`config.mk`:
```
export PLATFORM = sky130hd
export DESIGN_NAME = spi_word_rx_flat
export DESIGN_NICKNAME = d
export VERILOG_FILES = /design/src/rtl/spi_word_rx_if.sv /design/src/rtl/spi_word_rx.sv /design/src/flat_wrapper.sv
export SDC_FILE = /design/constraint.sdc
export NUM_CORES = 1
export LEC_CHECK = 0
export ABC_CLOCK_PERIOD_IN_PS = 1700
export CAP_MARGIN = 20
export CORE_ASPECT_RATIO = 1.2
export CORE_MARGIN = 8
export CORE_UTILIZATION = 53
export CTS_CLUSTER_DIAMETER = 30
export DETAILED_ROUTE_END_ITERATION = 8
export GPL_TIMING_DRIVEN = 0
export PLACE_DENSITY = 0.76
export SLEW_MARGIN = 10
export SYNTH_ARGS = -nofsm -noshare
export SYNTH_HDL_FRONTEND = slang
export SYNTH_SLANG_ARGS = --single-unit
```
`constraint.sdc`:
```
create_clock -name clk -period 1.7 [get_ports clk]
set_input_delay 0.51 -clock clk [delete_from_list [all_inputs] [get_ports clk]]
set_output_delay 0.51 -clock clk [all_outputs]
set_load 0.03 [all_outputs]
```
`src/rtl/spi_word_rx_if.sv`:
```
// SPI pin bundle plus the received-word outputs of spi_word_rx.
interface spi_word_rx_if #(
    parameter int BITS = 32
);
    logic            SS;
    logic            SCLK;
    logic            MOSI;
    logic [BITS-1:0] data_out;
    logic            valid;
    logic            busy;
    logic            err;

    modport master (
        output SS, SCLK, MOSI,
        input  data_out, valid, busy, err
    );

    modport slave (
        input  SS, SCLK, MOSI,
        output data_out, valid, busy, err
    );
endinterface

```
`src/rtl/spi_word_rx.sv`:
```
// SPI slave receiver: one BITS-wide MSB-first word per SS-low frame, oversampled by clk.
// Latency: valid/err rise SYNC_STAGES+1 clk edges after SS goes high; no backpressure, data_out holds until the next valid.
// SPI_RX_FRAME_CHECK_EN adds err pulses for wrong-length frames and for SS falls seen while arming.
module spi_word_rx #(
    parameter int BITS        = 32,
    parameter int SYNC_STAGES = 2
) (
    input  logic         clk,
    input  logic         reset,
    spi_word_rx_if.slave bus
);
    localparam int PW    = SYNC_STAGES + 1;
    localparam int CNT_W = $clog2(BITS + 2);
    localparam logic [CNT_W-1:0] CNT_FULL = CNT_W'(BITS);
    localparam logic [CNT_W-1:0] CNT_SAT  = CNT_W'(BITS + 1);

    typedef enum logic [1:0] {
        ARM,
        IDLE,
        RECV
    } state_t;

    logic [PW-1:0]          ss_pipe_q, ss_pipe_d;
    logic [PW-1:0]          sclk_pipe_q, sclk_pipe_d;
    logic [SYNC_STAGES-1:0] mosi_pipe_q, mosi_pipe_d;
    logic [PW-1:0]          fill_q, fill_d;
    state_t                 state_q, state_d;
    logic [BITS-1:0]        shift_q, shift_d;
    logic [BITS-1:0]        data_q, data_d;
    logic [CNT_W-1:0]       cnt_q, cnt_d;
    logic                   valid_q, valid_d;

    logic ss_sync, ss_rise, ss_fall, sclk_rise, mosi_sync;

    assign ss_sync   = ss_pipe_q[SYNC_STAGES-1];
    assign ss_rise   = ss_sync & ~ss_pipe_q[SYNC_STAGES];
    assign ss_fall   = ~ss_sync & ss_pipe_q[SYNC_STAGES];
    assign sclk_rise = sclk_pipe_q[SYNC_STAGES-1] & ~sclk_pipe_q[SYNC_STAGES];
    assign mosi_sync = mosi_pipe_q[SYNC_STAGES-1];

    always_comb begin
        ss_pipe_d   = {ss_pipe_q[PW-2:0], bus.SS};
        sclk_pipe_d = {sclk_pipe_q[PW-2:0], bus.SCLK};
        mosi_pipe_d = {mosi_pipe_q[SYNC_STAGES-2:0], bus.MOSI};
        // fill_q marks when the SS pipe and its history hold real samples rather than reset values
        fill_d      = {fill_q[PW-2:0], 1'b1};
    end

    always_comb begin
        state_d = state_q;
        shift_d = shift_q;
        cnt_d   = cnt_q;
        data_d  = data_q;
        valid_d = 1'b0;
        unique case (state_q)
            ARM: begin
                if (ss_sync && fill_q[PW-1]) begin
                    state_d = IDLE;
                end
            end
            IDLE: begin
                if (ss_fall) begin
                    state_d = RECV;
                    shift_d = '0;
                    cnt_d   = '0;
                end
            end
            RECV: begin
                // SS release wins over a simultaneous SCLK rise, so that rise is never shifted
                if (ss_rise) begin
                    state_d = IDLE;
                    if (cnt_q == CNT_FULL) begin
                        data_d  = shift_q;
                        valid_d = 1'b1;
                    end
                end else if (sclk_rise) begin
                    shift_d = {shift_q[BITS-2:0], mosi_sync};
                    if (cnt_q != CNT_SAT) begin
                        cnt_d = cnt_q + 1'b1;
                    end
                end
            end
            default: state_d = ARM;
        endcase
    end

    always_ff @(posedge clk) begin
        if (reset) begin
            ss_pipe_q   <= '1;
            sclk_pipe_q <= '0;
            mosi_pipe_q <= '0;
            fill_q      <= '0;
            state_q     <= ARM;
            shift_q     <= '0;
            data_q      <= '0;
            cnt_q       <= '0;
            valid_q     <= 1'b0;
        end else begin
            ss_pipe_q   <= ss_pipe_d;
            sclk_pipe_q <= sclk_pipe_d;
            mosi_pipe_q <= mosi_pipe_d;
            fill_q      <= fill_d;
            state_q     <= state_d;
            shift_q     <= shift_d;
            data_q      <= data_d;
            cnt_q       <= cnt_d;
            valid_q     <= valid_d;
        end
    end

    assign bus.data_out = data_q;
    assign bus.valid    = valid_q;
    assign bus.busy     = (state_q == RECV);

`ifdef SPI_RX_FRAME_CHECK_EN
    logic err_q, err_d;

    always_comb begin
        err_d = 1'b0;
        if ((state_q == ARM) && ss_fall) begin
            err_d = 1'b1;
        end
        if ((state_q == RECV) && ss_rise && (cnt_q != CNT_FULL) && (cnt_q != '0)) begin
            err_d = 1'b1;
        end
    end

    always_ff @(posedge clk) begin
        if (reset) begin
            err_q <= 1'b0;
        end else begin
            err_q <= err_d;
        end
    end

    assign bus.err = err_q;
`else
    assign bus.err = 1'b0;
`endif
endmodule

```
`src/flat_wrapper.sv`:
```
// flat-port wrapper written by rule: the top's interface ports become plain ports
module spi_word_rx_flat 
#(
    parameter int BITS        = 32,
    parameter int SYNC_STAGES = 2
)
  (clk, reset, bus_SS, bus_SCLK, bus_MOSI, bus_data_out, bus_valid, bus_busy, bus_err);
  spi_word_rx_if #(.BITS(BITS)) bus_i ();
  input  logic clk;
  input  logic reset;
  input wire logic [$bits(bus_i.SS)-1:0] bus_SS;
  input wire logic [$bits(bus_i.SCLK)-1:0] bus_SCLK;
  input wire logic [$bits(bus_i.MOSI)-1:0] bus_MOSI;
  output wire logic [$bits(bus_i.data_out)-1:0] bus_data_out;
  output wire logic [$bits(bus_i.valid)-1:0] bus_valid;
  output wire logic [$bits(bus_i.busy)-1:0] bus_busy;
  output wire logic [$bits(bus_i.err)-1:0] bus_err;
  assign bus_i.SS = bus_SS;
  assign bus_i.SCLK = bus_SCLK;
  assign bus_i.MOSI = bus_MOSI;
  assign bus_data_out = bus_i.data_out;
  assign bus_valid = bus_i.valid;
  assign bus_busy = bus_i.busy;
  assign bus_err = bus_i.err;
  spi_word_rx #(.BITS(BITS), .SYNC_STAGES(SYNC_STAGES)) u_core (.clk(clk), .reset(reset), .bus(bus_i));
endmodule
```
### Word-level counts from Yosys, hierarchy flattened

Cells that the tools add are included.

* bitwise operators: 8
* multiplexer cells: 15
* reductions and logical operators: 8
* add/sub/neg operators: 1
* eq/ne operators: 10

Operator list (number)
* 32-bit two-way mux: 3
* 32-bit one-hot mux with 2 select lines: 1
* 6-bit two-way mux: 4
* 6-bit one-hot mux with 2 select lines: 1
* 2-bit by 1-bit != test with 1-bit output (second input constant): 5
* 6-bit by 1-bit adder with 6-bit output (second input constant): 1
* 6-bit equality test (second input constant): 1
* 2-bit two-way mux: 3
* 6-bit != test (second input constant): 1
* 2-bit one-hot mux with 3 select lines: 1
* 3-bit AND reduction: 2
* 1-bit inverter: 5
* 5-bit AND reduction: 1
* 4-bit AND reduction: 1
* 1-bit AND: 3
* 3-bit OR reduction: 1
* 2-bit by 1-bit equality test with 1-bit output (second input constant): 1
* 2-bit equality test (second input constant): 1
* 2-bit logical NOT: 1
* 1-bit two-way mux: 2
* 2-bit != test (second input constant): 1
* 2-bit nonzero test: 1
* 1-bit logical AND: 1

* output and inout bits: 35
* flip-flop bits (word level): 84
* input bits: 5

### Depth between registers and ports, before layout

Gate-level depths: netlist (run 1).

* word-level depth: 5
* depth in mapped cells: 7

### Worst setup path after synthesis (run 1)

No wires, ideal clock.

* path kind: flip-flop to flip-flop
* start: register u_core.state_q[0]
* end: register u_core.cnt_q[5]
* setup slack: 0.127 ns
* setup time: 0.117 ns
* cell stages (with the launch flop): 7
* data required time: 1.583 ns
* arrival time: 1.456 ns
* cell sequence: dfxtp_1 -> nand2b_4 -> inv_1 -> buf_2 -> and3_1 -> a211o_1 -> a32o_1

* word-level cells in the longest chain between the ends: 3
* elaborated cells between the ends (all ways): 9
* those cells by class: eq/ne: 6; mux: 1; reduce/logical: 2

RTL lines
* start, declared: RTL line spi_word_rx.sv:27 `state_t state_q, state_d;`
* start signal, assigned: RTL line spi_word_rx.sv:103 `state_q <= state_d;`
* 2-bit equality test *
* named net bus_busy: RTL line flat_wrapper.sv:16 `output wire logic [$bits(bus_i.busy)-1:0] bus_busy;`
* 2-bit != test (no source line) (tied with other cells)
* 5-bit AND reduction (no source line)
* end signal, assigned: RTL line spi_word_rx.sv:106 `cnt_q <= cnt_d;`
* end, declared: RTL line spi_word_rx.sv:30 `logic [CNT_W-1:0] cnt_q, cnt_d;`

Mark *: on every way through the listed nets, which the timed path passes. The rest lies on a longest branch.
A chain may end at the register's enable or synchronous reset.

### Worst setup path after layout (run 1)

* start: register u_core.state_q[1]
* end: output port bus_busy

* word-level cells in the longest chain between the ends: 1

RTL lines
* 2-bit equality test: RTL line spi_word_rx.sv:113 `assign bus.busy = (state_q == RECV);`
* end, declared: RTL line flat_wrapper.sv:16

Every way passes these cells.

==> metrics.md, run 1 <==
| Metric | Value |
|---|---|
| Status | complete, no violations |
| CP bufs+invs | 3 |
| Post-synthesis net count | 339 |
| Commonest non-fill, non-tap cells in the layout | 82 x dfxtp_1, 67 x nand2_1, 35 x nor2_1 |
| Cell Chain, Critical Path | nand2b_4 -> inv_2 -> buf_6 -> buf_6 |
| Clock Sinks | 84 |
| Fin. Hold Viols | 0 |
| Root Driver | clkbuf_8 |
| CP required | 1190 ps |
| Synth Cell Area | 2990 µm² |
| Worst-path clk slew | 80 ps |
| DRC marker count from the first detailed-route iteration | 110 |
| Final Max Tran Viols | 0 |
| Hpwl dp | 4260 µm |
| Synth async-reset ratio | 0% |
| Post-Route WL | 6380 µm |
| Post-DR vias/cell | 5.39 |
| Maximum vdd drop | 0.530 mV |
| CP arrival | 1180 ps |
| Slew headroom | 67.0% |
| Vias in the first global route | 2309 |
| Max cap viols | 0 |
| DRC | 0 |
| Initial cell density of the core | 53.9% |
| Hold-fix buffers at CTS | 0 |
| CP Max Fanout | 6 |
| Clock skew | 6.73 ps |
| Die area | 8310 µm² |
| Largest net degree at the start of global routing | 14 |
| Minimum hold slack | 409 ps |
| RSZ-0062 raised after global routing | true |
| Leading cell type in the layout, fill and taps excluded | dfxtp_1 |
| Synth warn | 0 |
| Period utilization | 99.2% |
| GP Congestion | 0.799 |
| Critical path class | reg -> out |
| Post-synth cell types | 35 |
| Drt first pass iters | 4 |
| Min-delay worst type | reg -> reg |
| Worst skew pair latency | 350 ps |
| Fraction of layout cells with a size suffix above 1 | 13.6% |
| Crit-path slowest cell | dfxtp_1 |
| CTS tree | yes |
| Sequential area share after synthesis | 56.2% |
| Static leakage | 0.00146 µW |
| Min Tclk post-route | 1690 ps |
| Post-synth EDFFs | 0 |
| Final design utilization | 66.4% |
| Crit-path leading delay family | flip-flops |
| Final ANT Viol Nets | 0 |
| Register bit total from synthesis | 84 |
| Gr ovfl total | 0 |
| H-tree levels | 3 |
| Via count | 2452 |
| Post-layout net count | 395 |
| Final setup vio count | 0 |
| Buffers added on ports | 37 |
| Startpoint Class | flip-flop |
| Gate Count Post-Synth | 331 |
| Achievable Freq | 593 MHz |
| Most used cell along the critical path | buf_6 |
| Worst Setup End Kind | primary output |
| Avg Cell Area, Syn | 9.04 µm² |
| Wire per inst | 14.0 µm |
| Total track usage | 15.5% |
| Core area | 5560 µm² |
| Top FF cell, synth | dfxtp_1 |
| Peak per-stage delay on the critical path | 390 ps |
| Max Root-Sink Buffers | 2 |
| Initial antenna violation count | 0 |
| Cell Rows | 30 |
| Die Ht | 98.3 µm |
| Fillers | 478 |
| Synth-to-Final Area Change | 23.3% |
| Reg-to-reg slack, setup | 40 ps |
| CTS Buf Count | 9 |
| Global-route wire length before repair | 10400 µm |
| Die extent in x | 84.6 µm |
| I/O pins | 40 |
| Worst slew pin tran | 490 ps |
| PwrDens | 925 nW/µm² |
| Antenna Cells | 0 |
cell families after synthesis:
kind of cell             Yosys count  synth area share [%]
AO/OA/AOI/OAI                     79                  17.6
adder cells (fa/ha/maj)            3                  1.25
buffers and inverters             30                  4.39
flip-flops                        84                  56.2
other                              1                 0.125
AND/OR/NAND/NOR                  134                  20.5
final cells by class:
cell class                      count  area (µm²)  area share (%)
Buffer                             25         133            3.60
Clock buffer                       10         128            3.46
Clock inverter                      5        53.8            1.46
Inverter                            5        18.8           0.509
Multi-Input combinational cell    217        1200            32.6
Sequential cell                    84        1680            45.7
Tap cell                           64        80.1            2.17
Timing Repair Buffer               45         388            10.5
path summary, 6_finish.rpt:
| check | from | end | depth (start not counted) |
|---|---|---|---|
| max | u_core.state_q[1] | bus_busy | 4 |
| max reg2reg | u_core.state_q[1] | u_core.cnt_q[5] | 5 |
| min reg2reg | u_core.ss_pipe_q[0] | u_core.ss_pipe_q[1] | 1 |
| min | u_core.ss_pipe_q[0] | u_core.ss_pipe_q[1] | 1 |
Yosys cell counts (3+ instances only):
library cell  instances  area share [%]
nor2b_1               6             1.3
nand2_1              67             8.4
clkbuf_1             11             1.4
a21oi_1              34             5.7
ha_1                  3             1.3
dfxtp_1              84              56
or2_2                 4            0.84
inv_1                 5            0.63
a32o_1                4             1.3
o21ai_0               3            0.50
nor3_1                3            0.50
nand3_1               5            0.84
nor2_1               35             4.4
a22oi_1              33             8.3
buf_2                12             2.0
nand4_1               3            0.63
repair_timing:
item	CTS	global route
endpoints found under the setup margin	63	37
buffers inserted	2	5
resized for setup	47	9
pin swaps	1	2
cloned	0	1
metrics by stage:
| step | power, µW | cells | TNS, ps | instance area (µm²) | setup slack (ps) |
|---|---|---|---|---|---|
| floorplan | 2080 | 331 | 0 | 2990 | 127 |
| global placement | 2100 | 432 | -752 | 3440 | -265 |
| detailed placement | 2110 | 432 | -2170 | 3440 | -283 |
| CTS | 3430 | 449 | -27.4 | 3610 | -27.4 |
| global route | 3510 | 455 | -97.8 | 3690 | -20.9 |
| finish | 3410 | 455 | 0 | 3690 | 13.0 |
per-layer routing:
metal  vias up  wire, µm  GRT usage [%]
met5         -         0              0
met4         0       153           9.89
met3        11       276           3.36
met2        64      3140           25.8
met1      1136      2810           17.5
li1       1241         -              -
registers in the layout (all words and copies together) (netlist names), 2 cells and up:
register	flops
u_core.ss_pipe_q	3
u_core.sclk_pipe_q	3
u_core.cnt_q	6
u_core.fill_q	3
u_core.shift_q	32
u_core.state_q	2
u_core.mosi_pipe_q	2
u_core.bus.data_out	32
report_power, final:
| part | switching, µW | internal, µW |
|---|---|---|
| clock network | 683 | 666 |
| logic | 52.5 | 28.5 |
| registers | 5.44 | 1980 |
| total | 741 | 2670 |
Power figures use the tool's default switching activity.
==> run 2: changes to the inputs <==
- CAP_MARGIN: 20 -> 10
- CORE_MARGIN: 8 -> 3
==> run 2 against run 1 <==
  * Combinational power down 1%
  * Largest cell class unchanged
  * Sequential share of layout area up 0.38 points
  * Global-route usage up 3.8 points
  * First-iteration DRC count up 58%
  * Critical endpoint unchanged
  * Clock power down 12%
  * Utilization up 1.8 points
  * Largest power group unchanged
  * Maximum frequency up 1.6%
  * Final area down 0.75%
  * Setup slack better by 26 ps
==> metrics.md, run 2 (synthesis gave the netlist of run 1 again) <==
| Metric | Value |
|---|---|
| Max cap viols | 0 (unchanged) |
| Finished Cell Area | 3660 µm² (was 3690 µm²) |
| Non-filler cells, final | 451 (was 455) |
| Post-Route WL | 6030 µm (was 6380 µm) |
| Global-route wire length before repair | 9810 µm (was 10400 µm) |
| Achievable Freq | 602 MHz (was 593 MHz) |
| CTS tree | yes (unchanged) |
| Buffers added on ports | 37 (unchanged) |
| Post-layout net count | 394 (was 395) |
| Final ANT Viol Nets | 0 (unchanged) |
| Post-DR vias/cell | 5.36 (was 5.39) |
| Worst-path clk slew | 70 ps (was 80 ps) |
| Final Max Tran Viols | 0 (unchanged) |
| Worst Setup End Kind | primary output (unchanged) |
| Die extent in x | 74.6 µm (was 84.6 µm) |
| Fillers | 452 (was 478) |
| Status | complete, no violations (unchanged) |
| Top Metal Used | met4 (unchanged) |
| Placed cell area | 3440 µm² (about the same) |
| Placed insts | 430 (was 432) |
| CP Max Fanout | 7 (was 6) |
| Reg-to-reg slack, setup | 70 ps (was 40 ps) |
| Maximum vdd drop | 0.648 mV (was 0.530 mV) |
| Critical path class | reg -> out (unchanged) |
| Min Tclk post-route | 1660 ps (was 1690 ps) |
| Total track usage | 19.3% (was 15.5%) |
| Drt first pass iters | 4 (unchanged) |
| Die Ht | 88.3 µm (was 98.3 µm) |
| Core area | 5370 µm² (was 5560 µm²) |
| Clock skew | 6.59 ps (was 6.73 ps) |
| Sink of the worst hold path | u_core.ss_pipe_q[1] (unchanged) |
| Synth-to-Final Area Change | 22.4% (was 23.3%) |
| RSZ-0062 raised after global routing | true (unchanged) |
| Reg2reg end | u_core.cnt_q[5] (unchanged) |
| Min-delay worst type | reg -> reg (unchanged) |
| Hold Startpoint | u_core.ss_pipe_q[0] (unchanged) |
| Worst slew pin tran | 548 ps (was 490 ps) |
| Startpoint Class | flip-flop (unchanged) |
| Final setup vio count | 0 (unchanged) |
| I/O pins | 40 (unchanged) |
| Initial cell density of the core | 55.7% (was 53.9%) |
| Hold-fix buffers at CTS | 0 (unchanged) |
| Static leakage | 0.00144 µW (was 0.00146 µW) |
| PwrDens | 890 nW/µm² (was 925 nW/µm²) |
| Fraction of layout cells with a size suffix above 1 | 13.4% (was 13.6%) |
| DRC | 0 (unchanged) |
| Met3 WL post-DR | 185 µm (was 276 µm) |
| Largest net degree at the start of global routing | 13 (was 14) |
| GP Congestion | 0.782 (was 0.799) |
| Cell depth of the worst flop-to-flop path | 7 (was 5) |
| Via count | 2417 (was 2452) |
| Worst Setup SP | u_core.state_q[0] (was u_core.state_q[1]) |
| Gr ovfl total | 0 (unchanged) |
| Leading cell type in the layout, fill and taps excluded | dfxtp_1 (unchanged) |
| Fin. Hold Viols | 0 (unchanged) |
| Wire per inst | 13.4 µm (was 14.0 µm) |
| CTS Buf Count | 9 (unchanged) |
| R2r startpoint | u_core.state_q[0] (was u_core.state_q[1]) |
| H-tree levels | 3 (unchanged) |
| Hpwl dp | 4040 µm (was 4260 µm) |
| Period utilization | 97.7% (was 99.2%) |
| Worst skew pair latency | 350 ps (about the same) |
| Root Driver | clkbuf_8 (unchanged) |
| Cell Rows | 29 (was 30) |
| Wl on met1 | 2780 µm (was 2810 µm) |
| Slew headroom | 63.1% (was 67.0%) |
| Commonest non-fill, non-tap cells in the layout | 81 x dfxtp_1, 67 x nand2_1, 35 x nor2_1 (was 82 x dfxtp_1, 67 x nand2_1, 35 x nor2_1) |
| CP required | 1190 ps (about the same) |
| Vias in the first global route | 2191 (was 2309) |
| Clock Sinks | 84 (unchanged) |
| Final design utilization | 68.2% (was 66.4%) |
| Die area | 6590 µm² (was 8310 µm²) |
| Antenna Cells | 0 (unchanged) |
| Hold depth | 1 (unchanged) |
| Max Root-Sink Buffers | 2 (unchanged) |
| Initial antenna violation count | 0 (unchanged) |
| CP arrival | 1150 ps (was 1180 ps) |
| Met2 wire length | 2980 µm (was 3140 µm) |
| DRC marker count from the first detailed-route iteration | 174 (was 110) |
run 2: cell count changes in the layout (fill, tap and decap cells not counted), sizes merged:
cell / before / now
clkinv: 4 / 1
bufinv: 1 / 0
clkbuf: 24 / 25
clkinvlp: 0 / 1
run 2: layer usage:
| layer | GRT usage, % | up-vias |
|---|---|---|
| met5 | 0 | - |
| met3 | 5.23 | 10 |
| met2 | 31.1 | 38 |
| met4 | 8.25 | 0 |
| met1 | 24.2 | 1135 |
| li1 | - | 1234 |
run 2: final cells by class:
| type | instances | area [µm²] | share of cell area [%] |
|---|---|---|---|
| well taps | 62 | 77.6 | 2.12 |
| plain buffers | 25 | 133 | 3.62 |
| clock inverters | 2 | 12.5 | 0.342 |
| flip-flops and latches | 84 | 1690 | 46.0 |
| repair buffers | 44 | 383 | 10.5 |
| multi-input cells | 217 | 1210 | 32.9 |
| inverters | 5 | 18.8 | 0.513 |
| clock buffers | 12 | 145 | 3.96 |
run 2: report_power, final:
group	leakage, µW	switching (µW)	internal, µW	total [µW]
Sequential	0.000679	5.54	1980	1980
Combinational	0.000686	51.9	28.0	79.9
Clock	0.0000783	641	553	1190
run 2: how the worst max path moves through the flow:
stage	endpoint	slack, ps	depth (start not counted)
finish	bus_busy	40	4
global route	u_core.bus.data_out[9]	-30	6
CTS	bus_busy	-2	4
detailed placement	bus_busy	-270	4
global placement	bus_busy	-240	4
floorplan	u_core.cnt_q[5]	130	6
run 2: through the flow:
| stage | hold slack, ps | setup TNS (ps) | setup WS, ps | total power, µW |
|---|---|---|---|---|
| after floorplan | 389 | 0 | 127 | 2080 |
| after global placement | 394 | -257 | -242 | 2110 |
| after detailed placement | 405 | -2080 | -274 | 2110 |
| after CTS | 423 | -1.88 | -1.88 | 3280 |
| after global routing | 435 | -153 | -27.0 | 3380 |
| final | 417 | 0 | 39.1 | 3260 |
run 2: critical path, cell delays in order, from the launching register on:
cell	delay, ps
dfxtp_2	330
nand2b_4	160
inv_2	70
buf_6	120
buf_6	130
run 2: timing repair:
| action | 4_1_cts | 5_1_grt |
|---|---|---|
| pin swaps | 1 | 1 |
| gates resized for setup | 48 | 11 |
| setup endpoints to repair | 63 | 44 |
| cloned | 0 | 0 |
| buffers inserted | 1 | 6 |
==> RTL change 1: new RTL, config.mk and constraints of run 1 <==
`BITS` is set to 32 in 3 places; all go to 64.
--- a/src/rtl/spi_word_rx_if.sv
+++ b/src/rtl/spi_word_rx_if.sv
@@ -1,5 +1,5 @@
 // SPI pin bundle plus the received-word outputs of spi_word_rx.
 interface spi_word_rx_if #(
-    parameter int BITS = 32
+    parameter int BITS = 64
 );
     logic            SS;
--- a/src/rtl/spi_word_rx.sv
+++ b/src/rtl/spi_word_rx.sv
@@ -3,5 +3,5 @@
 // SPI_RX_FRAME_CHECK_EN adds err pulses for wrong-length frames and for SS falls seen while arming.
 module spi_word_rx #(
-    parameter int BITS        = 32,
+    parameter int BITS        = 64,
     parameter int SYNC_STAGES = 2
 ) (
--- a/src/flat_wrapper.sv
+++ b/src/flat_wrapper.sv
@@ -2,5 +2,5 @@
 module spi_word_rx_flat 
 #(
-    parameter int BITS        = 32,
+    parameter int BITS        = 64,
     parameter int SYNC_STAGES = 2
 )
Ports: changed (resized bus_data_out); port bits go from 40 to 72. The function was not compared with the original's and may differ.
==> RTL change 1 against run 1 <==
Sequential cell count rose by 65; total power grew 120%; the run now ends with setup timing left; final area grew 88%; synthesized area grew 80%; critical endpoint is now u_core.bus.data_out[32]; sequential power rose by 77%; worst setup slack lost 44 ps; cell count up 79%; via count is 81% higher; first-iteration DRC count grew 120%; routed wire length rose by 99%; combinational power grew 54%; register-to-register slack got worse by 70 ps.
==> RTL change 1: results (changes against run 1) <==
- # placed instances: 776 (was 432)
- Sequential-to-total area share from yosys stat: 55.4% (was 56.2%)
- Detailed Place HPWL: 8560 um (was 4260 um)
- Post-synthesis net count: 588 (was 339)
- Final net count: 684 (was 395)
- Synth Warn #: 0 (unchanged)
- # diodes: 0 (unchanged)
- Root Driver: clkbuf_16 (was clkbuf_8)
- Asr flop ratio synth: 0% (unchanged)
- Clk buf depth: 2 (unchanged)
- Reg clk slew, reported paths: 60 ps (was 80 ps)
- CTS buffer count: 17 (was 9)
- Pin count of the biggest net entering global routing: 17 (was 14)
- Setup ws final: -30.5 ps (was 13.0 ps)
- Top post-synthesis cells by area: dfxtp_1, nand2_1, a22oi_1 (unchanged)
- Leakage power: 2.61 nW (was 1.46 nW)
- Clk_lat worst skew: 410 ps (was 350 ps)
- Layout Skew: 7.09 ps (was 6.73 ps)
- Via/cell ratio: 5.45 (was 5.39)
- Maximum vdd drop: 0.730 mV (was 0.530 mV)
- Final setup fails: 13 (was 0)
- Routed WL per cell: 15.6 um (was 14.0 um)
- GRT Resource Usage Total: 18.0% (was 15.5%)
- Hold path depth: 1 (unchanged)
- Worst R2R Path Depth: 6 (was 5)
- DRT iter0 DRCs: 239 (was 110)
- Most frequent cells after synthesis: dfxtp_1, nand2_1, nor2_1, a22oi_1, a21oi_1 (was dfxtp_1, nand2_1, nor2_1, a21oi_1, a22oi_1)
- Hold WC Path Type: reg -> reg (unchanged)
- Pre-Repair DR Iteration Count: 5 (was 4)
- Cell Count, Final, Fillers Out: 815 (was 455)
- Initial antenna violation count: 0 (unchanged)
- Commonest non-fill, non-tap cell in the layout: dfxtp_1 (unchanged)
- Synth Area per Inst: 9.28 um2 (was 9.04 um2)
- Crit path DAT: 2020 ps (was 1180 ps)
- Placed inst area: 0.00624 mm2 (was 0.00344 mm2)
- Fraction of layout cells with a size suffix above 1: 19.6% (was 13.6%)
- IO buf count: 70 (was 37)
- Count of different cell masters after synthesis: 39 (was 35)
- Routability Congestion: 0.799 (about the same)
- Most used DFF post-synth: dfxtp_1 (unchanged)
- Vias in the first global route: 4224 (was 2309)
- Critical path peak fanout: 10 (was 6)
- First-pass GRT wire length: 19800 um (was 10400 um)
- Failing checks: setup timing
- Status: finished with violations (was completed)
- Depth of the CTS H-tree: 4 (was 3)
==> RTL change 1: cell count changes after synthesis, moves of 5 or more <==
| cell | before | now |
|---|---|---|
| nand2_1 | 67 | 129 |
| buf_12 | 0 | 5 |
| a21oi_2 | 0 | 33 |
| dfxtp_1 | 84 | 149 |
| clkbuf_1 | 11 | 25 |
| a22oi_1 | 33 | 64 |
| nor2_1 | 35 | 66 |
==> RTL change 1: worst max-delay path: stages, from the launching register on <==
cell and delay, ps:
dfxtp_4 370, nor4b_4 370, nand4b_1 300, buf_6 240, buf_4 170, nand2_1 90
a21oi_2 60
==> RTL change 1: per-layer routing <==
metal | track usage (%) | part of all wire (%) | up-vias | wire length, um
li1 | - | - | 2161 | -
met2 | 31.0 | 51 | 138 | 6480
met4 | 7.77 | 1.9 | 0 | 245
met3 | 5.32 | 5.7 | 23 | 726
met5 | 0 | 0 | - | 0
met1 | 19.9 | 41 | 2121 | 5280
==> RTL change 1: timing repair <==
item,4_1_cts,5_1_grt
gates cloned,0,1
setup buffers,0,6
pin swaps,0,4
endpoints found under the setup margin,193,143
resized for setup,98,68
==> RTL change 1: power by group <==
part	internal (mW)	total (mW)	switching (mW)
logic	0.0362	0.125	0.0885
registers	3.50	3.51	0.00759
clock network	2.29	3.72	1.43
total	5.83	7.36	1.53
==> RTL change 1: layout make-up <==
cell class | instances | area [um2]
clock buffer | 18 | 429
clock inverter | 14 | 161
inverter | 5 | 18.8
sequential | 149 | 2990
tap | 126 | 158
multi-input combinational | 380 | 2160
buffer | 46 | 370
timing repair buffer | 77 | 666
fill | 769 | 3010
==> RTL change 1: cell families (layout without fill, tap and decap cells) <==
| group | after synthesis | after routing | synth area share (%) |
|---|---|---|---|
| AO/OA/AOI/OAI | 149 | 149 | 19.8 |
| adder cells (fa/ha/maj) | 3 | 3 | 0.698 |
| buffers and inverters | 51 | 160 | 5.70 |
| flip-flops | 149 | 149 | 55.4 |
| other | 1 | 1 | 0.0697 |
| AND/OR/NAND/NOR | 227 | 227 | 18.3 |
==> RTL change 1: through the flow <==
stage                     setup slack, ps  TNS, ps
after floorplan                       221        0
after global placement               -654   -68520
after detailed placement             -725   -75530
after CTS                           -60.8    -99.2
after global routing                -94.9    -3810
final                               -30.5     -193
==> RTL change 1: path summary, 6_finish.rpt <==
kind | start | to | slack [ps]
setup / recovery | u_core.cnt_q[4] | u_core.bus.data_out[32] | -30
hold / removal | u_core.ss_pipe_q[0] | u_core.ss_pipe_q[1] | 400
setup reg to reg | u_core.cnt_q[4] | u_core.bus.data_out[32] | -30
hold reg to reg | u_core.ss_pipe_q[0] | u_core.ss_pipe_q[1] | 400
==> RTL change 2: new RTL, settings of run 1 <==
Made on the original files. Re-encode `state_t` (3 states) as one-hot, 3 bits wide.
--- a/src/rtl/spi_word_rx.sv
+++ b/src/rtl/spi_word_rx.sv
@@ -15,8 +15,8 @@
     localparam logic [CNT_W-1:0] CNT_SAT  = CNT_W'(BITS + 1);
 
-    typedef enum logic [1:0] {
-        ARM,
-        IDLE,
-        RECV
+    typedef enum logic [2:0] {
+        ARM  = 3'b001,
+        IDLE = 3'b010,
+        RECV = 3'b100
     } state_t;
 
Function: same outputs for any inputs over 10 cycles, from zero or initial values and one cycle with reset high; not proved beyond that.
==> RTL change 2 against run 1 <==
The run now ends with setup timing left; synthesized area is 0.92% lower; sequential cell count is 1 higher; global-route usage is 0.74 points higher; total power is 1.2% lower; final area is 8.5% higher; clock skew is 1.6 ps higher; sequential share of layout area is 2.9 points lower; core utilization is 6.1 points higher; count of clock-buffer cells in the layout stayed put; routed wire length is 15% higher; worst setup slack worse by 140 ps; hold slack better by 4.5 ps; critical path type unchanged; critical endpoint unchanged; non-clock buffer count is 13 higher; first-iteration DRC count is 65% higher.
==> RTL change 2: results (changes against run 1) <==
- Status: finished with violations (was completed)
- Vias in the first global route: 2397 (was 2309)
- Routed vias: 2470 (was 2452)
- GRT met2 Usage: 26.8% (was 25.8%)
- Final setup fails: 67 (was 0)
- Post-Synthesis Cells: 301 (was 331)
- Met2 wire length: 3700 um (was 3140 um)
- Post-CTS Setup Inserts: 10 (was 2)
- Post-CTS sizing: 65 (was 47)
- Fraction of layout cells with a size suffix above 1: 26.1% (was 13.6%)
- Via/cell ratio: 5.58 (was 5.39)
- Fill count: 391 (was 478)
- Pre-Repair DR Iteration Count: 5 (was 4)
- Pre-CTS setup slack: -432 ps (was -283 ps)
- Setup ws final: -129 ps (was 13.0 ps)
- Pin count of the biggest net entering global routing: 16 (was 14)
- Most frequent cells after synthesis: dfxtp_1, nand2_1, a21oi_1, a22o_1, clkbuf_1 (was dfxtp_1, nand2_1, nor2_1, a21oi_1, a22oi_1)
- Final net count: 382 (was 395)
- Slowest stage cell, crit path: or3b_4 (was dfxtp_1)
- GR Util met3: 4.83% (was 3.36%)
- Top post-synthesis cells by area: dfxtp_1, a22o_1, nand2_1 (was dfxtp_1, nand2_1, a22oi_1)
- Routed wl met3: 302 um (was 276 um)
- Layout Skew: 8.32 ps (was 6.73 ps)
- DRT iter0 DRCs: 181 (was 110)
- Failing checks: setup timing
- Worst path max stage delay: 410 ps (was 390 ps)
- Placed inst area: 0.00342 mm2 (was 0.00344 mm2)
- Compound-Gate Fraction of Synth Area: 19.7% (was 17.6%)
- Setup TNS: -3030 ps (was 0 ps)
- M1 WL: 3110 um (was 2810 um)
- Critical path peak fanout: 2 (was 6)
RTL change 2: final cells by class:
type,instances,area (um2),share of cell area [%]
Sequential cell,85,1710,42.8
Multi-Input combinational cell,189,1240,31.1
Timing Repair Buffer,62,584,14.6
Buffer,21,179,4.47
Clock buffer,10,128,3.19
Tap cell,64,80.1,2.00
Clock inverter,6,47.5,1.19
Inverter,6,26.3,0.657
RTL change 2: path summary, 6_finish.rpt:
| path | end | cells past startpoint | slack (ps) | startpoint |
|---|---|---|---|---|
| setup / recovery | bus_busy | 3 | -130 | u_core.state_q[1] |
| hold reg to reg | u_core.ss_pipe_q[1] | 1 | 410 | u_core.ss_pipe_q[0] |
| hold / removal | u_core.ss_pipe_q[1] | 1 | 410 | u_core.ss_pipe_q[0] |
| setup reg to reg | u_core.cnt_q[0] | 7 | -120 | u_core.state_q[1] |
RTL change 2: power breakdown:
group | switching [mW] | internal [mW]
clock | 0.742 | 0.540
combinational | 0.0576 | 0.0297
sequential | 0.00423 | 2.00
total | 0.803 | 2.57
